### src/rtl/pipeline_hazard_controller.sv
// ----------------------------------------------------------------------------
// pipeline_hazard_controller
//
// Sequences the 5-stage MIPS pipeline. This block does three things:
//   * detects load-use hazards and inserts one bubble per hazard,
//   * flushes IF/ID and ID/EX when a branch/jump resolves taken in EX,
//   * runs a run / single-step / halt FSM so the debug unit can step the
//     pipeline one clock at a time.
// It also exports a cycle counter and a load-use stall counter for debug.
// ALU-to-ALU hazards are handled by the neighbouring forwarding_unit.
//
// Ports:
//   CLK100MHZ         in   system clock, rising edge
//   reset             in   asynchronous, active-high
//   start             in   pulse: leave IDLE/HALTED (ignored elsewhere)
//   step_mode         in   sampled with start: 1 = single-step, 0 = free run
//   step_req          in   pulse: advance one cycle (only in STEP_WAIT)
//   mem_read_2_3      in   ID/EX instruction is a load
//   rt_2_3            in   load destination register in ID/EX
//   rs_1_2, rt_1_2    in   source registers of the instruction in IF/ID
//   branch_taken_2_3  in   branch/jump resolved taken in EX
//   halt_4_5          in   HALT instruction present in MEM/WB
//   pc_enable         out  PC write enable
//   if_id_enable      out  IF/ID write enable
//   if_id_flush       out  IF/ID synchronous clear
//   id_ex_bubble      out  zero the ID/EX control signals
//   pipe_enable       out  global enable for ID/EX, EX/MEM, MEM/WB
//   halted            out  FSM is in HALTED
//   state             out  FSM state encoding (debug)
//   cycle_count       out  cycles the pipeline advanced (wraps)
//   stall_count       out  load-use bubbles inserted (saturates)
//
// The pipeline control outputs are combinational from the state register
// and the hazard inputs so that a hazard is acted on in the same cycle it
// is seen. Because the state register is asynchronously reset, those
// outputs fall to their idle values as soon as reset rises.
// ----------------------------------------------------------------------------
module pipeline_hazard_controller #(
  parameter int NB     = 5,
  parameter int NB_CYC = 32,
  parameter int NB_STL = 16
) (
  input  logic              CLK100MHZ,
  input  logic              reset,
  input  logic              start,
  input  logic              step_mode,
  input  logic              step_req,
  input  logic              mem_read_2_3,
  input  logic [NB-1:0]     rt_2_3,
  input  logic [NB-1:0]     rs_1_2,
  input  logic [NB-1:0]     rt_1_2,
  input  logic              branch_taken_2_3,
  input  logic              halt_4_5,
  output logic              pc_enable,
  output logic              if_id_enable,
  output logic              if_id_flush,
  output logic              id_ex_bubble,
  output logic              pipe_enable,
  output logic              halted,
  output logic [2:0]        state,
  output logic [NB_CYC-1:0] cycle_count,
  output logic [NB_STL-1:0] stall_count
);

  typedef enum logic [2:0] {
    ST_IDLE      = 3'd0,
    ST_RUN       = 3'd1,
    ST_STEP_WAIT = 3'd2,
    ST_STEP_ONE  = 3'd3,
    ST_HALTED    = 3'd4
  } state_e;

  // A load in ID/EX whose destination is read by the instruction in IF/ID.
  // Register 0 is hard-wired to zero, so a "load" into it never conflicts.
  function automatic logic f_load_use(
    input logic          mem_read,
    input logic [NB-1:0] load_rd,
    input logic [NB-1:0] src_rs,
    input logic [NB-1:0] src_rt
  );
    logic rd_nonzero;
    logic src_match;
    rd_nonzero = (load_rd != {NB{1'b0}});
    src_match  = (load_rd == src_rs) || (load_rd == src_rt);
    return mem_read && rd_nonzero && src_match;
  endfunction

  localparam logic [NB_STL-1:0] STALL_MAX = {NB_STL{1'b1}};

  state_e            state_q, state_d;
  logic [NB_CYC-1:0] cycle_q, cycle_d;
  logic [NB_STL-1:0] stall_q, stall_d;

  logic advancing_s;
  logic load_use_s;
  logic stall_apply_s;
  logic start_accept_s;

  assign advancing_s = (state_q == ST_RUN) || (state_q == ST_STEP_ONE);
  assign load_use_s  = f_load_use(mem_read_2_3, rt_2_3, rs_1_2, rt_1_2);

  // Next-state logic for the run/step/halt sequencer.
  // The chosen mode is carried by the target state itself (RUN vs
  // STEP_WAIT), which is how step_mode gets latched on the start edge.
  always_comb begin
    state_d        = state_q;
    start_accept_s = 1'b0;
    case (state_q)
      ST_IDLE, ST_HALTED: begin
        if (start) begin
          start_accept_s = 1'b1;
          state_d        = step_mode ? ST_STEP_WAIT : ST_RUN;
        end else begin
          state_d = state_q;
        end
      end
      ST_RUN: begin
        if (halt_4_5) begin
          state_d = ST_HALTED;
        end else begin
          state_d = ST_RUN;
        end
      end
      ST_STEP_WAIT: begin
        if (step_req) begin
          state_d = ST_STEP_ONE;
        end else begin
          state_d = ST_STEP_WAIT;
        end
      end
      ST_STEP_ONE: begin
        // Exactly one advancing cycle per step request.
        if (halt_4_5) begin
          state_d = ST_HALTED;
        end else begin
          state_d = ST_STEP_WAIT;
        end
      end
      default: begin
        state_d = ST_IDLE;
      end
    endcase
  end

  // Pipeline control: branch flush beats load-use stall beats normal flow.
  // A taken branch squashes the instruction that would have stalled, so
  // the load-use condition is irrelevant in that cycle.
  always_comb begin
    pipe_enable   = 1'b0;
    pc_enable     = 1'b0;
    if_id_enable  = 1'b0;
    if_id_flush   = 1'b0;
    id_ex_bubble  = 1'b0;
    stall_apply_s = 1'b0;
    if (advancing_s) begin
      pipe_enable = 1'b1;
      if (branch_taken_2_3) begin
        pc_enable    = 1'b1;
        if_id_enable = 1'b1;
        if_id_flush  = 1'b1;
        id_ex_bubble = 1'b1;
      end else if (load_use_s) begin
        // Hold PC and IF/ID for one cycle; the load then moves on to
        // EX/MEM and the hazard clears by itself.
        pc_enable     = 1'b0;
        if_id_enable  = 1'b0;
        if_id_flush   = 1'b0;
        id_ex_bubble  = 1'b1;
        stall_apply_s = 1'b1;
      end else begin
        pc_enable    = 1'b1;
        if_id_enable = 1'b1;
        if_id_flush  = 1'b0;
        id_ex_bubble = 1'b0;
      end
    end else begin
      pipe_enable   = 1'b0;
      stall_apply_s = 1'b0;
    end
  end

  // Debug counters: both clear on an accepted start, which can only occur
  // while the pipeline is not advancing, so clear and count never collide.
  always_comb begin
    cycle_d = cycle_q;
    stall_d = stall_q;
    if (start_accept_s) begin
      cycle_d = {NB_CYC{1'b0}};
      stall_d = {NB_STL{1'b0}};
    end else begin
      if (advancing_s) begin
        cycle_d = cycle_q + NB_CYC'(1);
      end else begin
        cycle_d = cycle_q;
      end
      if (stall_apply_s && (stall_q != STALL_MAX)) begin
        stall_d = stall_q + NB_STL'(1);
      end else begin
        stall_d = stall_q;
      end
    end
  end

  // State and counter registers.
  always_ff @(posedge CLK100MHZ or posedge reset) begin
    if (reset) begin
      state_q <= ST_IDLE;
      cycle_q <= {NB_CYC{1'b0}};
      stall_q <= {NB_STL{1'b0}};
    end else begin
      state_q <= state_d;
      cycle_q <= cycle_d;
      stall_q <= stall_d;
    end
  end

  assign state       = state_q;
  assign halted      = (state_q == ST_HALTED);
  assign cycle_count = cycle_q;
  assign stall_count = stall_q;

endmodule

### config.mk
export PLATFORM = sky130hd
export DESIGN_NAME = pipeline_hazard_controller
export DESIGN_NICKNAME = d
export VERILOG_FILES = /design/src/rtl/pipeline_hazard_controller.sv
export SDC_FILE = /design/constraint.sdc
export NUM_CORES = 1
export LEC_CHECK = 0
export ABC_AREA = 1
export CAP_MARGIN = 0
export CORE_UTILIZATION = 51
export CTS_BUF_LIST = sky130_fd_sc_hd__clkbuf_4 sky130_fd_sc_hd__clkbuf_8
export DETAILED_ROUTE_END_ITERATION = 6
export PLACE_DENSITY = 0.83
export SLEW_MARGIN = 20
export SYNTH_ARGS = -nofsm -noshare
export SYNTH_HDL_FRONTEND = slang
export SYNTH_SLANG_ARGS = --single-unit
### constraint.sdc
create_clock -name CLK100MHZ -period 2 [get_ports CLK100MHZ]
set_input_delay 0.6 -clock CLK100MHZ [delete_from_list [all_inputs] [get_ports CLK100MHZ]]
set_output_delay 0.6 -clock CLK100MHZ [all_outputs]
set_load 0.03 [all_outputs]
==> results.sh <==
export IMPL_drv_cap=0
export IMPL_dp_slack_ps=-624
export IMPL_synth_seq_cells=51
export IMPL_grt_start_max_net_pins=52
export IMPL_grtUsageMet1_pct=34.1
export IMPL_ant_nets=0
export IMPL_ys_flop_type="dfrtp_1"
export IMPL_cts_path_max_buffers=2
export IMPL_core_mm2=0.00596
export IMPL_maxSlewHeadroom_pct=77.2
export IMPL_finalNetCount=571
export IMPL_peakVddDrop_uv=575
export IMPL_drt_total_wl_mm=8.48
export IMPL_rows=28
export IMPL_synth_area_per_cell_um2=7.05
export IMPL_crit_type="in2out"
export IMPL_dieArea_mm2=0.00651
export IMPL_synth_cells=448
export IMPL_io_buffers=79
export IMPL_placed_area_mm2=0.00408
export IMPL_mappedNetlistArea_mm2=0.00316
export IMPL_drive_above_1_share_pct=19.2
export IMPL_p_per_area_mw_per_mm2=649
export IMPL_start_util_pct=53.0
export IMPL_area_delta_synth_final_pct=36.7
export IMPL_root_buffer="clkbuf_8"
export IMPL_clock_skew_final_ps=9.10
export IMPL_worstSkewPairLatency_ps=310
export IMPL_grt_pass1_vias=3191
export IMPL_worstPathBufferInverterCount=3
export IMPL_violations="setup timing"
export IMPL_setup_ws_ps=-151
export IMPL_power_w=0.00280
export IMPL_grt_use_total_pct=27.7
export IMPL_cts_hold_buf=0
export IMPL_grt_pass1_wl_mm=14.0
export IMPL_synthArstFlopShare_pct=100
export IMPL_cts_tree="built"
export IMPL_p_leak_nw=2.36
export IMPL_path_cells="buf_8 -> nor2_4 -> nor2_2 -> nor2_1 -> nand3_1 -> nand2_2 -> nand3_2 -> nand2_2 -> inv_2 -> buf_6"
export IMPL_dieWidth_um=80.7
export IMPL_synth_cell_types=39
export IMPL_path_common_cell="nand2_2"
export IMPL_yosysSeqAreaShare_pct=40.4
export IMPL_slew_violations=0
export IMPL_htree_levels=2
export IMPL_worst_slew_pin_transition_ps=341
export IMPL_most_common_layout_cells="nand2_1, nor2_1, dfrtp_1"
export IMPL_path_max_fanout=3
export IMPL_routabilityCongestion=0.928
export IMPL_route_detailed_drc=0
export IMPL_rrSetupSlack_ps=150
export IMPL_vias=3349
export IMPL_fin_crit_sh_pct=108
export IMPL_drtIter0Drc=133
export IMPL_grt_remaining_overflow=0
export IMPL_io_pins=80
export IMPL_top_usage_layer="met2"
export IMPL_fin_crit_ps=2150
export IMPL_critPathArrivalTime_ps=1550
export IMPL_dpl_hpwl_mm=6.05
export IMPL_drt_first_pass_iters=5
export IMPL_crit_path_start_kind="primary input"
export IMPL_cp_top_family="simple AND/OR/NAND/NOR gates"
export IMPL_cts_buffers=5
export IMPL_via_per_inst=5.38
export IMPL_crit_required_ps=1400
export IMPL_yosysWarnings=0
export IMPL_syn_nets=473
export IMPL_min_path_type="reg2reg"
export IMPL_clkSinkCount=51
export IMPL_gr_usage_met3_pct=5.34
export IMPL_wl_per_cell_um=13.6
export IMPL_max_freq_ghz=0.465
export IMPL_fin_area_mm2=0.00432
export IMPL_fp_dieH_um=80.7
export IMPL_grt_setup_unrepaired="true"
export IMPL_whs_ps=496
export IMPL_setup_violations_final=15
export IMPL_antenna_found_initial=0
export IMPL_diodes=0
export IMPL_critPathCaptureType="output pin"
export IMPL_slowest_stage="nand2_2"
export IMPL_final_common_cell="nand2_1"
export IMPL_synth_edff_count=0
export IMPL_finalHoldViolCount=0
export IMPL_path_clk_slew_ps=90
export IMPL_crit_path_max_incr_delay_ps=140
export IMPL_status="finished, violations left"
export IMPL_use_met2_pct=47.5
## worst register-to-register path: cells and delay by family, from the launching register on
kind	cells	cell delay [ps]
AND/OR/NAND/NOR	9	1100
adder cells (fa/ha/maj)	1	210
flip-flops	1	430
buffers and inverters	1	50
## per-stage QoR
step                      cells  setup TNS (ps)  utilization, %
after floorplan             448               0               -
after global placement      608           -5380            68.6
after detailed placement    608           -7260            68.6
after CTS                   622            -340            70.4
after global routing        622           -1760            72.5
final                       622           -1190            72.5
## logic make-up (layout without fill, tap and decap cells)
logic type	after synthesis	in the layout	share of synthesized area (%)
AOI/OAI and AO/OA	56	56	9.79
xor gates and xnor gates	10	10	2.77
adders and majority gates	2	2	0.793
buffers and inverters	70	169	9.87
DFF	51	51	40.4
and+or+nand+nor	259	259	36.3
## layer usage
| metal | vias to the layer above | part of all wire [%] |
|---|---|---|
| li1 | 1644 | - |
| met1 | 1565 | 42 |
| met2 | 118 | 49 |
| met3 | 22 | 5.6 |
| met4 | 0 | 2.8 |
| met5 | - | 0 |
## flip-flops by register name (all words and copies together), names as in the netlist
| signal | flops |
|---|---|
| stall_count | 16 |
| cycle_count | 32 |
| state | 3 |
## path summary, 6_finish.rpt
check / to / startpoint / depth (start not counted)
setup reg to reg: stall_count[9] / stall_count[0] / 11
hold / removal: cycle_count[5] / cycle_count[5] / 1
setup / recovery: pc_enable / rt_1_2[0] / 10
hold reg to reg: cycle_count[5] / cycle_count[5] / 1
min in group asynchronous: stall_count[2] / reset / 3
max in group asynchronous: stall_count[0] / reset / 3
## power breakdown
group | total [W] | switching, W | internal (W)
Clock | 0.000667 | 0.000351 | 0.000316
Combinational | 0.000996 | 0.000649 | 0.000347
Sequential | 0.00114 | 0.0000593 | 0.00108
Total | 0.00280 | 0.00106 | 0.00174
## cell usage after synthesis (2+ instances only)
master,count,area share [%]
nor2_1,60,7.1
dfrtp_1,51,40
nand2_2,3,0.59
inv_1,57,6.8
clkbuf_1,2,0.24
xnor2_1,4,1.1
nand4_1,10,2.0
xor2_1,6,1.7
nor2_2,3,0.59
and3_1,2,0.40
inv_2,3,0.36
a31oi_1,2,0.40
buf_6,3,1.1
a21oi_1,23,3.6
nand3_2,3,0.95
nand2_1,114,14
nand3_1,44,7.0
ha_1,2,0.79
nor3_1,13,2.1
o21ai_0,22,3.5
a211oi_1,3,0.71
## layout make-up
cell class              count  area, um2
multi-input cells         327       1680
fillers                   488       1640
flip-flops and latches     51       1280
repair buffers            100        926
inverters                  61        236
clock buffers               7       96.3
well taps                  75       93.8
clock inverters             1       7.51
## timing repair
action,CTS,global route
buffers inserted,5,0
resized for setup,124,40
endpoints found under the setup margin,57,28
pin swaps,23,28
cloned,1,0
(Power assumes the default switching activity.)
